[config.mk]
export PLATFORM = sky130hd
export DESIGN_NAME = trng_seq_ctrl
export DESIGN_NICKNAME = d
export VERILOG_FILES = /design/src/rtl/trng_pkg.sv /design/src/rtl/trng_ce_div.sv /design/src/rtl/trng_seq_ctrl.sv
export SDC_FILE = /design/constraint.sdc
export NUM_CORES = 1
export LEC_CHECK = 0
export CAP_MARGIN = 20
export CELL_PAD_IN_SITES_DETAIL_PLACEMENT = 0
export CELL_PAD_IN_SITES_GLOBAL_PLACEMENT = 1
export CORE_ASPECT_RATIO = 0.6
export CORE_MARGIN = 4
export CORE_UTILIZATION = 44
export CTS_CLUSTER_SIZE = 25
export DETAILED_ROUTE_END_ITERATION = 12
export MAX_ROUTING_LAYER = met4
export PLACE_DENSITY = 0.75
export SYNTH_ARGS = -nofsm -noshare
export SYNTH_HDL_FRONTEND = slang
export SYNTH_SLANG_ARGS = --single-unit
[constraint.sdc]
create_clock -name clk -period 2.43 [get_ports clk]
set_input_delay 0.729 -clock clk [delete_from_list [all_inputs] [get_ports clk]]
set_output_delay 0.729 -clock clk [all_outputs]
set_load 0.005 [all_outputs]
[src/rtl/trng_pkg.sv]
// Shared definitions for the TRNG sequencing controller.
// Holds the one-hot phase encodings, default phase lengths and a small
// helper used to size the phase counter.
// Optional feature macro: TRNG_SEQ_HEALTH_EN adds the HALT state (4-bit state).
package trng_pkg;

    localparam int unsigned LOAD_CYCLES_DEF = 18;
    localparam int unsigned INIT_CYCLES_DEF = 36;

`ifdef TRNG_SEQ_HEALTH_EN
    localparam int unsigned STATE_W = 4;
`else
    localparam int unsigned STATE_W = 3;
`endif

    typedef logic [STATE_W-1:0] state_t;

    localparam state_t ST_LOAD = STATE_W'(3'b100);
    localparam state_t ST_INIT = STATE_W'(3'b010);
    localparam state_t ST_RUN  = STATE_W'(3'b001);
`ifdef TRNG_SEQ_HEALTH_EN
    localparam state_t ST_HALT = 4'b1000;
`endif

    function automatic int unsigned max_u(input int unsigned a, input int unsigned b);
        return (a > b) ? a : b;
    endfunction

endpackage

[src/rtl/trng_ce_div.sv]
// One NLFSR clock-enable divider channel: a DIV_W-bit modulo counter.
// Ports:
//   clk, rst     clock, asynchronous active-high reset
//   clr          holds the counter at 0 (asserted outside RUN)
//   div          divide ratio; 0 behaves as 1
//   tick_c       combinational tick, high when the counter sits at div-1
module trng_ce_div #(
    parameter int unsigned DIV_W = 4
) (
    input  logic             clk,
    input  logic             rst,
    input  logic             clr,
    input  logic [DIV_W-1:0] div,
    output logic             tick_c
);

    logic [DIV_W-1:0] cnt_q;
    logic [DIV_W-1:0] last;

    // A ratio of 0 collapses to 1, so the wrap point is 0 in both cases.
    assign last   = (div == '0) ? '0 : div - DIV_W'(1);
    assign tick_c = (cnt_q == last);

    // Modulo counter, wraps after the tick cycle.
    always_ff @(posedge clk or posedge rst) begin
        if (rst) begin
            cnt_q <= '0;
        end else if (clr || tick_c) begin
            cnt_q <= '0;
        end else begin
            cnt_q <= cnt_q + DIV_W'(1);
        end
    end

endmodule

[src/rtl/trng_seq_ctrl.sv]
// TRNG sequencing controller: steps the entropy datapath through LOAD, INIT
// and RUN, drives N_CE divided NLFSR clock-enables and handles reseed.
// Optional feature macro: TRNG_SEQ_HEALTH_EN adds health_fail/alarm and HALT.
// Ports:
//   clk, rst      clock, asynchronous active-high reset
//   start         reseed request (acted on in RUN, and in HALT)
//   ce_div        per-channel RUN divide ratios, channel i at [i*DIV_W +: DIV_W]
//   load_en       high in LOAD
//   init_en       high in INIT
//   run_en        high in RUN
//   ce            NLFSR clock-enables
//   ready         one-cycle pulse on the first RUN cycle
//   health_fail   health-test failure strobe (macro only)
//   alarm         sticky health alarm (macro only)
module trng_seq_ctrl
    import trng_pkg::*;
#(
    parameter int unsigned LOAD_CYCLES = LOAD_CYCLES_DEF,
    parameter int unsigned INIT_CYCLES = INIT_CYCLES_DEF,
    parameter int unsigned N_CE        = 3,
    parameter int unsigned DIV_W       = 4
) (
    input  logic                  clk,
    input  logic                  rst,
    input  logic                  start,
    input  logic [N_CE*DIV_W-1:0] ce_div,
    output logic                  load_en,
    output logic                  init_en,
    output logic                  run_en,
    output logic [N_CE-1:0]       ce,
    output logic                  ready
`ifdef TRNG_SEQ_HEALTH_EN
   ,input  logic                  health_fail,
    output logic                  alarm
`endif
);

    localparam int unsigned CNT_W = $clog2(max_u(LOAD_CYCLES, INIT_CYCLES));
    localparam logic [CNT_W-1:0] LOAD_LAST = CNT_W'(LOAD_CYCLES - 1);
    localparam logic [CNT_W-1:0] INIT_LAST = CNT_W'(INIT_CYCLES - 1);

    state_t                  state_q;
    state_t                  state_d;
    logic [CNT_W-1:0]        cnt_q;
    logic [CNT_W-1:0]        cnt_d;
    logic [N_CE*DIV_W-1:0]   div_q;
    logic                    ready_q;
    logic [N_CE-1:0]         tick_c;
    logic                    ch_clr;

    // State register.
    always_ff @(posedge clk or posedge rst) begin
        if (rst) begin
            state_q <= ST_LOAD;
        end else begin
            state_q <= state_d;
        end
    end

    // Next-state and phase counter logic.
    always_comb begin
        state_d = state_q;
        cnt_d   = cnt_q;
        case (state_q)
            ST_LOAD: begin
                if (cnt_q == LOAD_LAST) begin
                    state_d = ST_INIT;
                    cnt_d   = '0;
                end else begin
                    cnt_d = cnt_q + CNT_W'(1);
                end
            end
            ST_INIT: begin
                if (cnt_q == INIT_LAST) begin
                    state_d = ST_RUN;
                    cnt_d   = '0;
                end else begin
                    cnt_d = cnt_q + CNT_W'(1);
                end
            end
            ST_RUN: begin
`ifdef TRNG_SEQ_HEALTH_EN
                // A health failure wins over a simultaneous reseed request.
                if (health_fail) begin
                    state_d = ST_HALT;
                    cnt_d   = '0;
                end else if (start) begin
                    state_d = ST_LOAD;
                    cnt_d   = '0;
                end
`else
                if (start) begin
                    state_d = ST_LOAD;
                    cnt_d   = '0;
                end
`endif
            end
`ifdef TRNG_SEQ_HEALTH_EN
            ST_HALT: begin
                if (start) begin
                    state_d = ST_LOAD;
                    cnt_d   = '0;
                end
            end
`endif
            default: begin
                state_d = ST_LOAD;
                cnt_d   = '0;
            end
        endcase
    end

    // Phase enables and clock-enables decoded from the registered state.
    always_comb begin
        load_en = 1'b0;
        init_en = 1'b0;
        run_en  = 1'b0;
        ce      = '0;
        case (state_q)
            ST_LOAD: begin
                load_en = 1'b1;
                ce      = '1;
            end
            ST_INIT: begin
                init_en = 1'b1;
                ce      = {N_CE{cnt_q != '0}};
            end
            ST_RUN: begin
                run_en = 1'b1;
                ce     = tick_c;
            end
            default: ;
        endcase
    end

    // Phase counter, divide-ratio capture (LOAD only) and ready pulse.
    always_ff @(posedge clk or posedge rst) begin
        if (rst) begin
            cnt_q   <= '0;
            div_q   <= '0;
            ready_q <= 1'b0;
        end else begin
            cnt_q   <= cnt_d;
            ready_q <= (state_d == ST_RUN) && (state_q != ST_RUN);
            if (state_q == ST_LOAD) begin
                div_q <= ce_div;
            end
        end
    end

    assign ready = ready_q;

`ifdef TRNG_SEQ_HEALTH_EN
    logic alarm_q;

    // Alarm tracks residency in HALT; cleared on the start that leaves it.
    always_ff @(posedge clk or posedge rst) begin
        if (rst) begin
            alarm_q <= 1'b0;
        end else begin
            alarm_q <= (state_d == ST_HALT);
        end
    end

    assign alarm = alarm_q;
`endif

    // Channel counters only advance in RUN, so each RUN entry starts at phase 0.
    assign ch_clr = (state_q != ST_RUN);

    for (genvar i = 0; i < int'(N_CE); i++) begin : g_ch
        trng_ce_div #(
            .DIV_W (DIV_W)
        ) u_div (
            .clk    (clk),
            .rst    (rst),
            .clr    (ch_clr),
            .div    (div_q[i*DIV_W +: DIV_W]),
            .tick_c (tick_c[i])
        );
    end

endmodule

==> results of run 1 <==
[kinds of logic after synthesis]
kind of cell	after synthesis
AOI/OAI and AO/OA	47
DFF	34
xor gates and xnor gates	14
adders and majority gates	6
muxes	13
and+or+nand+nor	64
buffers and inverters	12
[what timing repair did]
item	CTS	global route
setup buffers	7	1
gates resized for setup	35	1
endpoints found under the setup margin	6	3
pin swaps	2	1
[metal layers]
layer,GRT usage (%),vias to the layer above,wire length (um)
met1,23.60,847,2154
met2,34.78,27,2524
met4,4.312,0,27
met5,-,-,0
li1,-,829,-
met3,5.912,3,167
[how the worst min path moves through the flow]
stage	endpoint	slack (ns)
floorplan	g_ch[1].u_div.cnt_q[0]$_DFF_PP0_	0.48
global route	g_ch[2].u_div.cnt_q[0]$_DFF_PP0_	0.56
global placement	g_ch[2].u_div.cnt_q[0]$_DFF_PP0_	0.51
finish	g_ch[2].u_div.cnt_q[0]$_DFF_PP0_	0.53
detailed placement	g_ch[1].u_div.cnt_q[0]$_DFF_PP0_	0.52
CTS	g_ch[1].u_div.cnt_q[0]$_DFF_PP0_	0.53
[layout make-up]
type	count	area, um^2	area share (%)
tap	60	75.07	2.770
timing repair buffer	65	549.3	20.27
multi-input combinational	144	1121	41.37
clock buffer	7	76.32	2.816
sequential	34	853.3	31.49
inverter	8	35.03	1.293
[critical path, cell delays in order, from the launching register on]
cell     delay, ns
dfrtp_1       0.40
or3b_4        0.42
inv_4         0.08
nor2_4        0.04
a41oi_2       0.17
buf_4         0.15
buf_6         0.09
buf_6         0.08
a31o_4        0.08
buf_6         0.09
[per-stage QoR]
step,instance area [um^2],utilization [%]
2_1_floorplan,1977,-
3_3_place_gp,2506,59.51
3_5_place_dp,2506,59.51
4_1_cts,2696,64.02
5_1_grt,2710,64.35
6_report,2710,64.35
[report_power, final]
part	internal (mW)	switching, mW	leakage [nW]	total, mW
Clock	0.197	0.196	0.0383	0.393
Sequential	0.676	0.137	0.436	0.813
Combinational	0.577	0.484	0.725	1.06
[cells in the mapped netlist, types with 7 or more instances]
| cell type | instances | share of area (%) |
|---|---|---|
| dfrtp_1 | 33 | 42 |
| xnor2_1 | 8 | 3.5 |
| o21ai_0 | 11 | 2.8 |
| a211oi_1 | 10 | 3.8 |
| nand2_1 | 11 | 2.1 |
| mux2_2 | 13 | 7.4 |
| nor2_1 | 11 | 2.1 |
| a21oi_1 | 7 | 1.8 |
| nor3_1 | 8 | 2.0 |
| nand3_1 | 10 | 2.5 |
| inv_1 | 8 | 1.5 |
[state kept, by name (all words and copies together) (netlist names)]
register,cells
state_q,3
ready,1
cnt_q,6
div_q,12
g_ch.u_div.cnt_q,12
==> metrics, run 1 <==
Final TNS setup -0.4013 ns; Required @ worst endpoint 1.70 ns; CTS tree done; sequential element share of the synthesized area 43.10%; CORE AREA 4212 um^2; worst setup path start state_q[1]$_DFF_PP0_; placed cell count 303; Total Wirelength 4.873 mm; number of buffers inserted by hold repair at cts 0; Post-synth EDFFs 0; Post-Synth Simple-Gate Area 19.37%; mux contribution to synthesized area 7.405%; flops & latches, synth 34; violations in the final reports negative setup slack; status finished, violations left; hold_sp g_ch[2].u_div.cnt_q[0]$_DFF_PP0_; Ant. Diodes 0; vias in the first global route 1796; detailed placement HPWL 3.443 mm; HP Class flop to flop; Tightest Pin Transition 0.4450 ns; Synth-to-Final Area Change 37.09%; post-DR vias/cell 5.365; clock buffer depth 2; Tmin final 2.607 ns; die area 5665 um^2; initial antenna violation count 0; Die Ht 59.92 um; R2R cell count 8; largest net degree at the start of global routing 35; total power 2.268 mW; Final Hold Vio Count 0; CP startpoint kind flop; Lkg Pwr 1.200 nW; Routability Congestion 0.9231; GRT Util Overall 20.11%; async set-reset flop share out of synthesis 100.0%; Synth Instances 190; routed length per instance 15.32 um; DRT Pass-1 Iters 4; Root Driver clkbuf_8; vias 1706; DRC Markers 0; post-route ant nets 0; Final Slew Violations 0; FMAX 383.7 MHz; die width 94.54 um; Reg clk slew, reported paths 0.07 ns; WS Path Type flop to output pin; share of post-route cells with drive strength above 1 33.33%; # nets final 279; post-synthesis adder-cell area fraction 3.797%; fin cells 318; yosys warns 0; most frequent cells in the layout buf_4, dfrtp_1, clkdlybuf4s50_1; Synth Area per Inst 10.40 um^2; CP Capture Point ce[0]; post-route setup slack -0.1765 ns; Slew Limit Headroom 70.34%; CP arrival 1.88 ns; Main synth FF type dfrtp_1; cell area power density 836.8 nW/um^2; gr ovfl total 0; total CTS buffers 5; Max Clock Skew 0.007631 ns; IO Count 22; fillers 353; clock tree sinks 34; Buffers on Ports 21; first-pass GRT wire length 8.390 mm; mapped cell area 1977 um^2; Row Count 18; R2R setup slack 0.32 ns; most common cell after layout, fill and taps aside buf_4; Synth Area in XOR/XNOR 6.203%; Hold Worst Slack 0.5262 ns; # setup viols final 3; Synth Area in Compound Gates 17.28%; post-synth net total 211; largest family of logic cells by synthesized area simple AND/OR/NAND/NOR gates; Distinct cells, synth 42; r2r startpoint state_q[1]$_DFF_PP0_; DR iter-0 viols 78; H-tree levels 2; unrepaired setup endpoints after global routing yes; final period utilization 107.3%; max_cap viols 0; dpl ws -0.2732 ns; Hold Crit Depth 1; Clk Latency, worst-skew pair 0.28 ns; R2R Path End cnt_q[4]$_DFFE_PP0P_; CP Capture Type output pin; worst vdd rail ir drop 0.4630 mV; Starting Density 46.94%; Critical Path Fanout Max 4
Power figures use the tool's default switching activity.
==> run 2, diff against run 1 <==
Settings changed: CORE_MARGIN 4 to unset, SYNTH_HIERARCHICAL set to 1.
==> metrics, run 2 <==
Starting Density 46.34% (-0.60 points); DRC Markers 0 (unchanged); Max Clock Skew 0.003188 ns (-0.004442 ns); Slew Limit Headroom 70.35% (about the same); first-pass GRT wire length 9.522 mm (+13%); Distinct cells, synth 45 (+7.1%); Row Count 19 (+1); Yosys top cell by area dfrtp_1; die width 92.21 um (-2.5%); FMAX 382.9 MHz (-0.20%); top-area cell type share of the netlist area 38.44% (-3.3 points); Die Ht 56.13 um (-6.3%); initial antenna violation count 0 (unchanged); number of buffers inserted by hold repair at cts 0 (unchanged); post-route setup slack -0.1818 ns (-0.005240 ns); post-synth net total 232 (+10%); violations in the final reports negative setup slack; IO Count 22 (unchanged); critical path's top delay family simple AND/OR/NAND/NOR gates; Main synth FF type dfrtp_1; total CTS buffers 5 (unchanged); vias 2005 (+18%); most frequent cells in the layout buf_4, dfrtp_1, inv_1; worst path buffer plus inverter count 1 (-4); largest registers div_q: 12 flops, g_ch.u_div/cnt_q: 12 flops, cnt_q: 6 flops; CORE AREA 4636 um^2 (+10%); unrepaired setup endpoints after global routing yes; CTS tree done; final period utilization 107.5% (+0.22 points); share of post-route cells with drive strength above 1 45.60% (+12 points); cell area power density 377.6 nW/um^2 (-55%); status finished, violations left; Critical Path Fanout Max 6 (+2); async set-reset flop share out of synthesis 100.0% (unchanged); Synth-to-Final Area Change 45.25%; largest cells by area after synthesis dfrtp_1, mux2_2, a41oi_1; die area 5175 um^2 (-8.6%); clock tree sinks 34 (unchanged); CP cell instances or4b_1 > o211ai_2 > a211oi_2 > and4_1 > a21o_1 > clkbuf_2; top cells by count, synth dfrtp_1, inv_1, a21oi_1; Synth Instances 211 (+11%); Total Wirelength 5.835 mm (+20%); dpl ws -0.2175 ns (+0.05568 ns); mapped cell area 2148 um^2 (+8.7%); Final Hold Vio Count 0 (unchanged); yosys warns 6 (+6); Tightest Pin Transition 0.4402 ns (-0.004786 ns); CP startpoint kind flop; Buffers on Ports 21 (unchanged); worst vdd rail ir drop 0.2463 mV (-47%); # nets final 327 (+17%); Post-synth EDFFs 0 (unchanged); Required @ worst endpoint 1.70 ns (about the same); most numerous cell in the Yosys netlist dfrtp_1; Slowest cell on crit path or4b_1; Slowest Stage Delay on Critical Path 0.54 ns (+0.12 ns); flops & latches, synth 34 (unchanged); # setup viols final 3 (unchanged); max_cap viols 0 (unchanged); Lkg Pwr 1.368 nW (+14%); GRT Util Overall 24.52% (+4.4 points); vias in the first global route 2087 (+16%); post-DR vias/cell 5.419 (+1.0%); Hold Worst Slack 0.5765 ns (+0.05025 ns); Reg clk slew, reported paths 0.07 ns (about the same); DR iter-0 viols 28 (-64%); total power 1.178 mW (-48%); Root Driver clkbuf_8; H-tree levels 2 (unchanged); gr ovfl total 0 (unchanged); routed length per instance 15.77 um (+2.9%); largest net degree at the start of global routing 19 (-46%); post-route ant nets 0 (unchanged); detailed placement HPWL 4.037 mm (+17%); most common cell after layout, fill and taps aside buf_4; sequential element share of the synthesized area 39.66% (-3.4 points); HP Class flop to flop; DRT Pass-1 Iters 4 (unchanged); CP arrival 1.88 ns (about the same); Tmin final 2.612 ns (+0.005240 ns); Ant. Diodes 0 (unchanged); Final TNS setup -0.5204 ns (-0.1191 ns); Routability Congestion 0.8274 (-10%); WS Path Type flop to output pin; Synth Area per Inst 10.18 um^2 (-2.1%); clock buffer depth 2 (unchanged); CP Capture Type output pin; Clk Latency, worst-skew pair 0.28 ns (about the same); Final Slew Violations 0 (unchanged)
[run 2: cell types whose count changed in the layout (fill, tap and decap cells not counted), sizes merged, moves of 5 or more]
cell    before  now
nand2b       4   12
or2          1    7
a211oi      10    3
a21oi        7   14
o21ai       11   16
inv          8   19
xnor2        8    3
a41oi        1   12
buf         47   71
[run 2: routing by layer]
layer	up-vias	global-route usage (%)	part of all wire, %	wire length, um
met3	7	5.328	2.9	168
met4	0	6.696	0.87	51
li1	980	-	-	-
met2	28	39.23	50	2934
met5	-	-	0	0
met1	990	31.70	46	2681
[run 2: path summary, 6_finish.rpt]
check | startpoint | to | slack (ns) | depth (start not counted)
max | div_q[9]$_DFFE_PP0P_ | ce[2] | -0.18 | 6
min | div_q[4]$_DFFE_PP0P_ | div_q[4]$_DFFE_PP0P_ | 0.58 | 1
max reg2reg | div_q[6]$_DFFE_PP0P_ | g_ch[1].u_div/cnt_q[1]$_DFF_PP0_ | 0.16 | 11
min reg2reg | div_q[4]$_DFFE_PP0P_ | div_q[4]$_DFFE_PP0P_ | 0.58 | 1
max in group asynchronous | rst | state_q[2]$_DFF_PP1_ | 1.11 | 3
min in group asynchronous | rst | g_ch[1].u_div/cnt_q[3]$_DFF_PP0_ | 0.76 | 2
[run 2: power breakdown]
part           switching, mW  internal (mW)  total (mW)
Clock                  0.199          0.204       0.403
Sequential            0.0167          0.577       0.594
Combinational         0.0773          0.104       0.181
[run 2: metrics by stage]
step	area [um^2]	cells	utilization, %
6_report	3120	370	67.31
5_1_grt	3120	370	67.31
4_1_cts	3048	367	65.75
3_5_place_dp	2756	337	59.46
3_3_place_gp	2756	337	59.46
2_1_floorplan	2148	211	-
[run 2: worst reg2reg max path: stages (launching register included)]
cell,delay [ns]
dfrtp_2,0.45
or4b_4,0.52
o211ai_2,0.08
a211oi_2,0.06
buf_4,0.14
buf_4,0.12
buf_4,0.12
buf_4,0.12
buf_4,0.12
buf_4,0.12
buf_4,0.15
a41oi_2,0.20
[run 2: final cells by class]
class | count | area [um^2]
inverters | 19 | 71.32
repair buffers | 90 | 730.7
fillers | 370 | 1515
well taps | 63 | 78.83
flip-flops and latches | 34 | 862.1
multi-input cells | 156 | 1297
clock buffers | 8 | 80.08
[run 2: logic make-up after synthesis]
group                      share of synthesized area [%]
and+or+nand+nor                                    18.64
muxes                                              6.290
AOI/OAI and AO/OA                                  24.05
DFF                                                39.66
buffers and inverters                              3.843
xor gates and xnor gates                           2.447
adders and majority gates                          5.067
[run 2: repair_timing]
action / 4_1_cts / 5_1_grt
gates resized for setup: 27 / 17
buffers inserted: 22 / 7
endpoints found under the setup margin: 5 / 8
pin swaps: 11 / 16
==> run 3, diff against run 2 <==
Settings changed: CORE_UTILIZATION 44 to 40, PLACE_DENSITY 0.75 to 0.71, SLEW_MARGIN set to 0.
Clock period 2.43 ns to 2.3 ns, I/O delays scaled along.
==> metrics, run 3 (same netlist as run 2, synthesis figures left out) <==
Routability Congestion 0.8001 (-3.3%); DRT Pass-1 Iters 4 (unchanged); Tmin final 2.496 ns; Total Wirelength 5.456 mm (-6.5%); IO Count 22 (unchanged); post-route ant nets 0 (unchanged); Hold Crit Depth 1 (unchanged); Lkg Pwr 1.421 nW (+3.8%); Final Slew Violations 0 (unchanged); Final TNS setup -0.5726 ns (-0.05218 ns); Ant. Diodes 0 (unchanged); unrepaired setup endpoints after global routing yes; DR iter-0 viols 91 (+230%); die width 96.61 um (+4.8%); Critical Path Fanout Max 6 (unchanged); HP Class flop to flop; GRT Util Overall 20.67% (-3.8 points); CP Capture Type output pin; Reg clk slew, reported paths 0.07 ns (about the same); post-route setup slack -0.1964 ns (-0.01467 ns); CP startpoint kind flop; violations in the final reports negative setup slack; share of post-route cells with drive strength above 1 45.05% (-0.55 points); CTS tree done; cell area power density 387.8 nW/um^2 (+2.7%); Required @ worst endpoint 1.61 ns (-0.09 ns); Tightest Pin Transition 0.4206 ns (-0.01958 ns); max_cap viols 0 (unchanged); # nets final 334 (+2.1%); CORE AREA 5105 um^2 (+10%); gr ovfl total 0 (unchanged); clock tree sinks 34 (unchanged); clock buffer depth 2 (unchanged); Clk Latency, worst-skew pair 0.28 ns (about the same); final period utilization 108.5%; largest registers div_q: 12 flops, g_ch.u_div/cnt_q: 12 flops, cnt_q: 6 flops; dpl cell area 2828 um^2 (+2.6%); Final Hold Vio Count 0 (unchanged); most frequent cells in the layout buf_4, dfrtp_1, inv_1; total CTS buffers 5 (unchanged); die area 5677 um^2 (+9.7%); initial antenna violation count 0 (unchanged); Row Count 20 (+1); routed length per instance 14.40 um (-8.7%); detailed placement HPWL 4.002 mm (-0.88%); Slew Limit Headroom 71.74% (+1.4 points); Starting Density 42.08% (-4.3 points); Synth-to-Final Area Change 45.84%; Post-Layout Inst Area 3133 um^2 (+0.40%); FMAX 400.6 MHz; H-tree levels 2 (unchanged); first-pass GRT wire length 8.873 mm (-6.8%); Root Driver clkbuf_8; R2R cell count 5 (-6); vias in the first global route 1906 (-8.7%); worst vdd rail ir drop 0.2385 mV (-3.2%); Buffers on Ports 21 (unchanged); number of buffers inserted by hold repair at cts 0 (unchanged); Max Clock Skew 0.01008 ns (+0.006890 ns); largest net degree at the start of global routing 19 (unchanged); WS Path Type flop to output pin; post-DR vias/cell 5.269 (-2.8%); dpl ws -0.2811 ns (-0.06360 ns); vias 1997 (-0.40%); Die Ht 58.77 um (+4.7%); status finished, violations left; CP arrival 1.81 ns (-0.07 ns); DRC Markers 0 (unchanged); # setup viols final 3 (unchanged); most common cell after layout, fill and taps aside buf_4
==> run 3: worst max-delay path, cell delays in order (launching register included) <==
cell and delay [ns]:
dfrtp_2 0.46, or4b_4 0.50, o211ai_2 0.08, a211oi_2 0.05, and4_1 0.17, a21o_1 0.15, buf_2 0.12
==> run 3: layout make-up <==
type,count,area [um^2]
fill,461,1972
clock buffer,7,76.32
tap,66,82.58
multi-input combinational,156,1261
sequential,34,858.3
timing repair buffer,97,780.7
inverter,19,73.82
==> run 3: final timing paths <==
path | end | slack (ns) | from
min in group asynchronous | g_ch[1].u_div/cnt_q[0]$_DFF_PP0_ | 0.71 | rst
max reg2reg | div_q[7]$_DFFE_PP0P_ | 0.49 | state_q[2]$_DFF_PP1_
max | ce[0] | -0.20 | div_q[1]$_DFFE_PP0P_
max in group asynchronous | state_q[2]$_DFF_PP1_ | 1.04 | rst
min | div_q[6]$_DFFE_PP0P_ | 0.57 | div_q[6]$_DFFE_PP0P_
min reg2reg | div_q[6]$_DFFE_PP0P_ | 0.57 | div_q[6]$_DFFE_PP0P_
==> run 3: power by group <==
part / switching, mW / leakage (nW) / internal, mW
Combinational: 0.0764 / 0.969 / 0.104
Sequential: 0.0147 / 0.413 / 0.610
Clock: 0.202 / 0.0383 / 0.208
Total: 0.293 / 1.42 / 0.922
==> run 3: per-layer routing <==
| metal | up-vias | routed length (um) | GRT usage (%) |
|---|---|---|---|
| met2 | 33 | 2496 | 31.39 |
| met3 | 8 | 182 | 3.919 |
| met1 | 968 | 2721 | 28.43 |
| li1 | 988 | - | - |
| met4 | 0 | 55 | 5.970 |
| met5 | - | 0 | - |
==> run 3: stage by stage <==
step           util, %  total power, mW  instances  hold WS [ns]
4_1_cts          59.63            1.205        373        0.5485
3_3_place_gp     55.39           0.7762        349        0.5697
5_1_grt          61.37            1.275        379        0.5934
6_report         61.37            1.215        379        0.5657
3_5_place_dp     55.39           0.7775        349        0.5764
2_1_floorplan        -           0.7023        211        0.4561
==> run 3: timing repair <==
| item | 4_1_cts | 5_1_grt |
|---|---|---|
| setup endpoints to repair | 6 | 5 |
| buffers inserted | 17 | 6 |
| pin swaps | 10 | 17 |
| endpoints found under the hold margin | 0 | 0 |
| resized for setup | 26 | 15 |
